$ cat src/rtl/crc_bus_master.sv
// Bus initiator that programs the CRC peripheral, streams N words and reads back the checksum.
// Optional stall timeout: define CRC_MASTER_TIMEOUT_EN.
module crc_bus_master #(
  parameter int unsigned CNT_W       = 16,
  parameter logic [31:0] BASE_ADDR   = 32'h4003_2000,
  parameter int unsigned TIMEOUT_CYC = 256
) (
  input  logic             clk,
  input  logic             rst,
  input  logic             start,
  input  logic [31:0]      cfg_ctrl,
  input  logic [31:0]      cfg_poly,
  input  logic [31:0]      cfg_seed,
  input  logic [CNT_W-1:0] cfg_len,
  input  logic [31:0]      in_data,
  input  logic             in_valid,
  output logic             in_ready,
  output logic             busy,
  output logic             done,
  output logic             err,
  output logic [31:0]      result,
  output logic             Sel,
  output logic             RW,
  output logic [31:0]      addr,
  output logic [31:0]      data_wr,
  input  logic [31:0]      data_rd
);

  localparam logic [31:0] A_DATA = BASE_ADDR;
  localparam logic [31:0] A_POLY = BASE_ADDR + 32'd4;
  localparam logic [31:0] A_CTRL = BASE_ADDR + 32'd8;
  localparam logic [31:0] WAS    = 32'h0200_0000;

  typedef enum logic [2:0] {
    S_IDLE,
    S_WR_CTRL_SEED,
    S_WR_SEED,
    S_WR_POLY,
    S_WR_CTRL_RUN,
    S_STREAM,
    S_READ,
    S_DONE
  } state_t;

  state_t           state, state_nx;
  logic [31:0]      ctrl_q, poly_q, seed_q;
  logic [31:0]      result_q;
  logic [CNT_W-1:0] cnt_q;
  logic             take;
  logic             stall_hit;

  assign take = (state == S_STREAM) && in_valid;

`ifdef CRC_MASTER_TIMEOUT_EN
  localparam int unsigned ST_W = $clog2(TIMEOUT_CYC + 1);

  logic [ST_W-1:0] stall_q;
  logic            err_q;

  assign stall_hit = (state == S_STREAM) && !in_valid &&
                     (stall_q == ST_W'(TIMEOUT_CYC - 1));

  always_ff @(posedge clk or negedge rst) begin
    if (!rst) begin
      stall_q <= '0;
      err_q   <= 1'b0;
    end else begin
      if (state != S_STREAM || take)
        stall_q <= '0;
      else
        stall_q <= stall_q + 1'b1;
      if (stall_hit)
        err_q <= 1'b1;
      else if (state == S_DONE)
        err_q <= 1'b0;
    end
  end

  assign err = (state == S_DONE) && err_q;
`else
  assign stall_hit = 1'b0;
  assign err       = 1'b0;
`endif

  always_comb begin
    state_nx = state;
    unique case (state)
      S_IDLE:         if (start) state_nx = S_WR_CTRL_SEED;
      S_WR_CTRL_SEED: state_nx = S_WR_SEED;
      S_WR_SEED:      state_nx = S_WR_POLY;
      S_WR_POLY:      state_nx = S_WR_CTRL_RUN;
      S_WR_CTRL_RUN:  state_nx = (cnt_q == '0) ? S_READ : S_STREAM;
      S_STREAM: begin
        if (take && cnt_q == CNT_W'(1))
          state_nx = S_READ;
        else if (stall_hit)
          state_nx = S_DONE;
      end
      S_READ:         state_nx = S_DONE;
      S_DONE:         state_nx = S_IDLE;
      default:        state_nx = S_IDLE;
    endcase
  end

  always_comb begin
    Sel     = 1'b0;
    RW      = 1'b0;
    addr    = '0;
    data_wr = '0;
    unique case (state)
      S_WR_CTRL_SEED: begin
        Sel = 1'b1; RW = 1'b1;
        addr = A_CTRL; data_wr = ctrl_q | WAS;
      end
      S_WR_SEED: begin
        Sel = 1'b1; RW = 1'b1;
        addr = A_DATA; data_wr = seed_q;
      end
      S_WR_POLY: begin
        Sel = 1'b1; RW = 1'b1;
        addr = A_POLY; data_wr = poly_q;
      end
      S_WR_CTRL_RUN: begin
        Sel = 1'b1; RW = 1'b1;
        addr = A_CTRL; data_wr = ctrl_q & ~WAS;
      end
      S_STREAM: begin
        if (in_valid) begin
          Sel = 1'b1; RW = 1'b1;
          addr = A_DATA; data_wr = in_data;
        end
      end
      S_READ: begin
        Sel = 1'b1;
        addr = A_DATA;
      end
      default: ;
    endcase
  end

  always_ff @(posedge clk or negedge rst) begin
    if (!rst) begin
      state    <= S_IDLE;
      ctrl_q   <= '0;
      poly_q   <= '0;
      seed_q   <= '0;
      cnt_q    <= '0;
      result_q <= '0;
    end else begin
      state <= state_nx;
      if (state == S_IDLE && start) begin
        ctrl_q <= cfg_ctrl;
        poly_q <= cfg_poly;
        seed_q <= cfg_seed;
        cnt_q  <= cfg_len;
      end else if (take) begin
        cnt_q <= cnt_q - 1'b1;
      end
      if (state == S_READ)
        result_q <= data_rd;
    end
  end

  assign in_ready = (state == S_STREAM);
  assign busy     = (state != S_IDLE) && (state != S_DONE);
  assign done     = (state == S_DONE);
  assign result   = result_q;

endmodule

$ cat config.mk
export PLATFORM = sky130hd
export DESIGN_NAME = crc_bus_master
export DESIGN_NICKNAME = d
export VERILOG_FILES = /design/src/rtl/crc_bus_master.sv
export SDC_FILE = /design/constraint.sdc
export NUM_CORES = 1
export LEC_CHECK = 0
export CAP_MARGIN = 20
export CELL_PAD_IN_SITES_DETAIL_PLACEMENT = 1
export CELL_PAD_IN_SITES_GLOBAL_PLACEMENT = 1
export CORE_ASPECT_RATIO = 0.5
export CORE_MARGIN = 5
export CORE_UTILIZATION = 35
export CTS_BUF_LIST = sky130_fd_sc_hd__clkbuf_8
export CTS_CLUSTER_SIZE = 14
export DETAILED_ROUTE_END_ITERATION = 6
export PLACE_DENSITY_LB_ADDON = 0.25
export SLEW_MARGIN = 40
export SYNTH_ARGS = -nofsm -noshare
export SYNTH_HDL_FRONTEND = slang
export SYNTH_SLANG_ARGS = --single-unit
$ cat constraint.sdc
create_clock -name clk -period 5.7 [get_ports clk]
set_clock_uncertainty 0.2 [all_clocks]
set_input_delay 1.71 -clock clk [delete_from_list [all_inputs] [get_ports clk]]
set_output_delay 1.71 -clock clk [all_outputs]
set_load 0.01 [all_outputs]
==> metrics, run 1 <==
status=completed; type of element launching the critical path=input pin; chip height=111 um; cells after synthesis=785; antenna fix cells=0; combinational group share of total power=47.6%; wire length of the first global-routing pass=36.7 mm; number of synthesized register bits=146; Largest stage delay, worst path=0.60 ns; Total Wirelength=23.0 mm; final hold viol count=0; unique cell type count in the Yosys netlist=42; Post-DP HPWL=16.8 mm; starting DRC count in detailed routing=223; DRT met1 WL=10.2 mm; path type of the worst setup path=in2out; initial core utilization=35.2%; sinks on the clock net=146; GRT Residual Overflow=0; clock-pin slew reported for the worst setup and hold paths after clock tree synthesis=0.08 ns; Internal Dissipation=3.24 mW; vias in the first global route=6800; proportion of layout cells with a drive suffix above 1=12.0%; final critical-path share of the clock period=97.0%; post-place instance area=9870 um^2; number of enable-type register cells in the synthesized netlist=0; synth-to-layout area growth=43.6%; via count=6335; Highest Signal Layer=met5; number of nets in the layout=1200; cell chain of the critical path=clkdlybuf4s50_1 > and4b_2 > buf_4 > a22oi_1 > o21ai_0 > clkdlybuf4s50_1; Core Box Area=20400 um^2; PwrDens=508 nW/um^2; Tmin final=5.53 ns; maximum fanout along the worst path=19; YS warnings=0; element type at the critical path end=output port; sequential cell area fraction in the yosys report=50.9%; Worst IR Drop VDD=0.178 mV; die area=23600 um^2; largest delay contributor family on the critical path=buffers and inverters; unrepaired setup endpoints after global routing=no; Power, Total=5.24 mW; count of antenna-violating nets left after detailed routing=0; Worst-Margin Slew=0.723 ns; most common cell after layout, fill and taps aside=sky130_fd_sc_hd__nand2_1; met3 layer wire length in the routed design=1.01 mm; share of the synthesized area in the top cell type=50.9%; fraction of power spent switching nets=38.2%; Synth area leaders=sky130_fd_sc_hd__dfrtp_1 51%, sky130_fd_sc_hd__nand2_1 16%, sky130_fd_sc_hd__mux2_2 9.9%, sky130_fd_sc_hd__a22oi_1 6.4%, sky130_fd_sc_hd__buf_4 3.1%; number of placement rows=37; DRC violations left=0; worst rel slew slack=51.8%; total negative setup slack=0 ns; final-report setup violation count=0; highest-count cells in the layout ignoring fill and taps=304 x sky130_fd_sc_hd__nand2_1, 252 x sky130_fd_sc_hd__clkdlybuf4s50_1, 143 x sky130_fd_sc_hd__dfrtp_1, 63 x sky130_fd_sc_hd__mux2_2, 61 x sky130_fd_sc_hd__a22oi_1; worst setup margin=0.172 ns; clock latency of the later-clocked register in the worst-skew pair=0.44 ns; CTS Buffer Depth=2; mean post-synth cell area=9.14 um^2; GRT Overall Usage=19.3%; total standard cell area after synthesis=7180 um^2; data arrival time of the worst path=3.62 ns; antenna violations before repair=1; cell type with the largest total area after synthesis=sky130_fd_sc_hd__dfrtp_1; Hold Path Class=reg2reg; utilization after layout=50.6%; total met2 wirelength after detailed routing=11.7 mm; top-level I/O count=282; CP dominant cell by count=sky130_fd_sc_hd__clkdlybuf4s50_1; number of I/O port buffers=253; Layout Cell Area excl Fill=10300 um^2; ys flop type=sky130_fd_sc_hd__dfrtp_1; share of async-settable or async-resettable flops after synthesis=100%; count of buffering cells on the critical path with inverters included=3; setup bufs post-CTS=0; gpl congestion=0.794; Clock Tree Root=sky130_fd_sc_hd__clkbuf_8; die extent in x=213 um; # Max-Cap Violations=0; sequential cell fraction of total power=36.5%; count of cells resized by post-cts repair=0; number of buffers created by CTS=17; TritonCTS clock tree=built; P_sw=2.00 mW; DP Worst Slack=0.160 ns; number of buffers inserted for hold repair after clock tree synthesis=0; required time worst endpoint=3.79 ns; average wire per standard cell=17.7 um; largest net degree at the start of global routing=100; number of levels in the clock H-tree=4; detailed-routing iteration count for the pre-antenna-repair pass=4; reported leakage power=4.59 nW; master of the slowest instance on the critical path=sky130_fd_sc_hd__clkdlybuf4s50_1; peak clock frequency supported by timing=0.181 GHz; number of inserted filler cells in the final layout=2356; average vias per placed instance=4.86; Slew Viols, Final=0; clock share of power=15.9%
==> flip-flops by register name, summed over array words and instances (netlist names) <==
register / count
cnt_q: 16
ctrl_q: 31
poly_q: 32
result: 32
seed_q: 32
state: 3
==> cell usage after synthesis (all sizes together), types with 2 or more instances <==
library cell	count
dfrtp	146
nand2b	2
or4	3
clkbuf	39
nand4	2
xor2	3
nand3	3
nor4	2
a221o	2
nor3	9
mux2	63
xnor2	9
nor4b	2
nand2	305
o211ai	3
a31oi	2
inv	5
a21oi	5
nor2b	2
nand4b	2
o21ai	41
a22oi	61
ha	3
nor2	15
a221oi	2
buf	43
==> area by class of cell <==
class	instances	area [um^2]	share of cell area (%)
Clock buffer	18	248	2.40
Timing Repair Buffer	269	2670	25.9
Inverter	5	18.8	0.182
Clock inverter	14	153	1.48
Multi-Input combinational cell	578	3220	31.2
Sequential cell	146	3660	35.5
Tap cell	273	342	3.31
==> power groups by stage <==
stage	Combinational [mW]	Sequential, mW	Clock [mW]
floorplan	1.42	1.81	0
global placement	2.44	1.89	0
detailed placement	2.51	1.93	0
CTS	2.53	1.91	0.870
global route	2.74	1.99	0.916
finish	2.50	1.91	0.833
==> cell families after synthesis <==
| family | Yosys count | synth area share, % |
|---|---|---|
| mux | 63 | 9.88 |
| compound gates | 121 | 11.2 |
| simple gates | 352 | 19.8 |
| flops | 146 | 50.9 |
| xor+xnor | 12 | 1.46 |
| fa+ha+maj | 3 | 0.523 |
| other cells | 1 | 0.0523 |
| buf+inv | 87 | 6.22 |
==> through the flow <==
step / hold WS (ns) / std cells
finish: 0.272 / 1303
global route: 0.299 / 1303
CTS: 0.279 / 1301
detailed placement: 0.259 / 1269
global placement: 0.252 / 1269
floorplan: 0.237 / 811
==> path summary, 6_finish.rpt <==
kind | cells past startpoint | from | endpoint | slack (ns)
worst min register to register | 2 | seed_q[21] | seed_q[21] | 0.27
max in group asynchronous | 3 | rst | result[31] | 3.22
worst max-delay path | 6 | in_valid | data_wr[6] | 0.17
min in group asynchronous | 1 | rst | poly_q[23] | 0.97
worst min-delay path | 2 | seed_q[21] | seed_q[21] | 0.27
worst max register to register | 8 | state[0] | cnt_q[11] | 2.65
==> layer usage <==
metal / global-route usage (%) / up-vias
met5: 0 / -
met4: 3.88 / 2
met3: 3.53 / 12
met2: 33.8 / 145
met1: 25.2 / 3139
li1: - / 3037
==> tightest hold or removal path, cell delays in order (launching register included) <==
cell,delay [ns]
sky130_fd_sc_hd__dfrtp_1,0.34
sky130_fd_sc_hd__nand2_1,0.05
sky130_fd_sc_hd__nand2_1,0.05
Power figures use the tool's default switching activity.
==> run 2: changes to the inputs <==
Settings changed: CAP_MARGIN 20 to unset.
==> results of run 2 <==
No change in the layout: final DEF, timing and power equal those of run 1.
==> run 3: changes to the inputs <==
Settings changed: CAP_MARGIN set to 5.
==> results of run 3 <==
No change in the layout: final DEF, timing and power equal those of run 1.
==> edit: new RTL, config.mk and constraints of run 1 <==
Set the parameter `CNT_W` to 32 (it was 16).
--- a/src/rtl/crc_bus_master.sv
+++ b/src/rtl/crc_bus_master.sv
@@ -3,3 +3,3 @@
 module crc_bus_master #(
-  parameter int unsigned CNT_W       = 16,
+  parameter int unsigned CNT_W       = 32,
   parameter logic [31:0] BASE_ADDR   = 32'h4003_2000,
Ports: changed (resized cfg_len); port bits go from 282 to 298. No check against the original RTL was run, so the function may have changed too.
==> edit against run 1 <==
Combinational power grew 8%; setup slack improved by 0.043 ns; synthesized cell count is 14% higher; cell area is 12% higher; sequential cell count is 16 higher; first-iteration DRC count increased by 96%; sequential share of layout area down 0.30 points; global-route usage rose by 0.81 points; power up 11%; area after synthesis up 14%; wire length is 15% higher; non-clock buffer count grew 14; largest power group unchanged.
==> edit: results (changes against run 1) <==
stage,metric,value,unit,change
pwr,power.static_leakage,4.98,nW,+8.4%
pwr,internal-power,3.63,mW,+12%
hold_path,min_to,poly_q[15],,
pwr,switchingPower,2.19,mW,+9.3%
critical_path,cp_slowest_cell,clkdlybuf4s50_1,,
critical_path,timing.rr.end,cnt_q[21],,
critical_path,worstReg2RegStart,state[2],,
layout,fin_cells,1449,,+11%
placed_design,placed_cell_area,0.0110,mm2,+12%
run_status,status,"finished, final reports clean",,
layout,final_layout_size_suffix_gt1_frac,0.111,,-0.00908
timing,maxClockFrequency,182,MHz,+0.78%
hold_path,hp-start,poly_q[15],,
placed_design,io_buffers,269,,+6.3%
placed_design,place_congestion,0.804,,+1.1%
drt,wl,26.6,mm,+15%
critical_path,arrival,3.58,ns,-0.04 ns
synthesis,synth_commonest_cells,"325 x nand2_1, 162 x dfrtp_1, 66 x a22oi_1, 63 x mux2_2, 53 x o21ai_0",,
drt,dr_wl_met2,14.2,mm,+21%
layout,nNetsFinal,1328,,+11%
drt,m1WireLength,11.1,mm,+8.9%
drt,top_layer_used,met4,,
layout,fillers,2627,,+12%
timing,fin_hold_ws,0.277,ns,+0.00440 ns
grt,track_usage,0.201,,+0.00811
synthesis,yosysUniqueCellTypes,39,,-7.1%
clocking,clk_latency,0.47,ns,+0.03 ns
critical_path,crit_family,buffers and inverters,,
critical_path,path_max_fanout,18,,-1
synthesis,seq_area_frac_synth,0.496,,-0.0133
critical_path,rrSetupSlack,2.62,ns,-0.03 ns
placed_design,hpwl,19.0,mm,+13%
pwr,clk-power,986,uW,+18%
placed_design,pre_cts_slack,0.174,ns,+0.0145 ns
clocking,cts-root-buf,clkbuf_8,,
critical_path,cp-endpoint,data_wr[17],,
timing,worst_slew_pin_slew,0.709,ns,-0.0135 ns
synthesis,yosysWarnings,0,,unchanged
grt,grt_pass1_wl,42.9,mm,+17%
drt,vias,7167,,+13%
synthesis,postSynthCellCount,892,,+14%
grt,grt_max_degree,106,,+6.0%
drt,drt_iter0_drc,437,,+96%
pwr,ir_worst_vdd,0.206,mV,+16%
grt,grt_pass1_vias,7862,,+16%
pwr,comb_power_share,0.462,,-0.014
synthesis,synth_area_leaders,"dfrtp_1 50%, nand2_1 15%, mux2_2 8.7%, a22oi_1 6.1%, o21ai_0 3.2%",,
drt,wl_met3,917,um,-9.2%
synthesis,async_reset_ff_frac,1.00,,unchanged
## edit: kinds of logic after synthesis
family	Yosys count	share of synthesized area
AOI/OAI and AO/OA	141	0.109
xor gates and xnor gates	27	0.0289
adders and majority gates	3	0.00459
buffers and inverters	94	0.0617
DFF	162	0.496
muxes	63	0.0868
other	1	0.000459
and+or+nand+nor	401	0.213
## edit: layout make-up
type / count / area [um2] / area share
diodes: 1 / 2.50 / 0.000217
clock buffers: 20 / 275 / 0.0239
well taps: 307 / 384 / 0.0333
clock inverters: 11 / 184 / 0.0160
inverters: 3 / 11.3 / 0.000977
repair buffers: 283 / 2860 / 0.248
multi-input cells: 662 / 3750 / 0.325
flip-flops and latches: 162 / 4060 / 0.352
## edit: metal layers
metal / global-route usage / vias to the layer above
li1: - / 3406
met2: 0.366 / 138
met4: 0.0638 / 0
met3: 0.0356 / 33
met5: 0 / -
met1: 0.242 / 3590
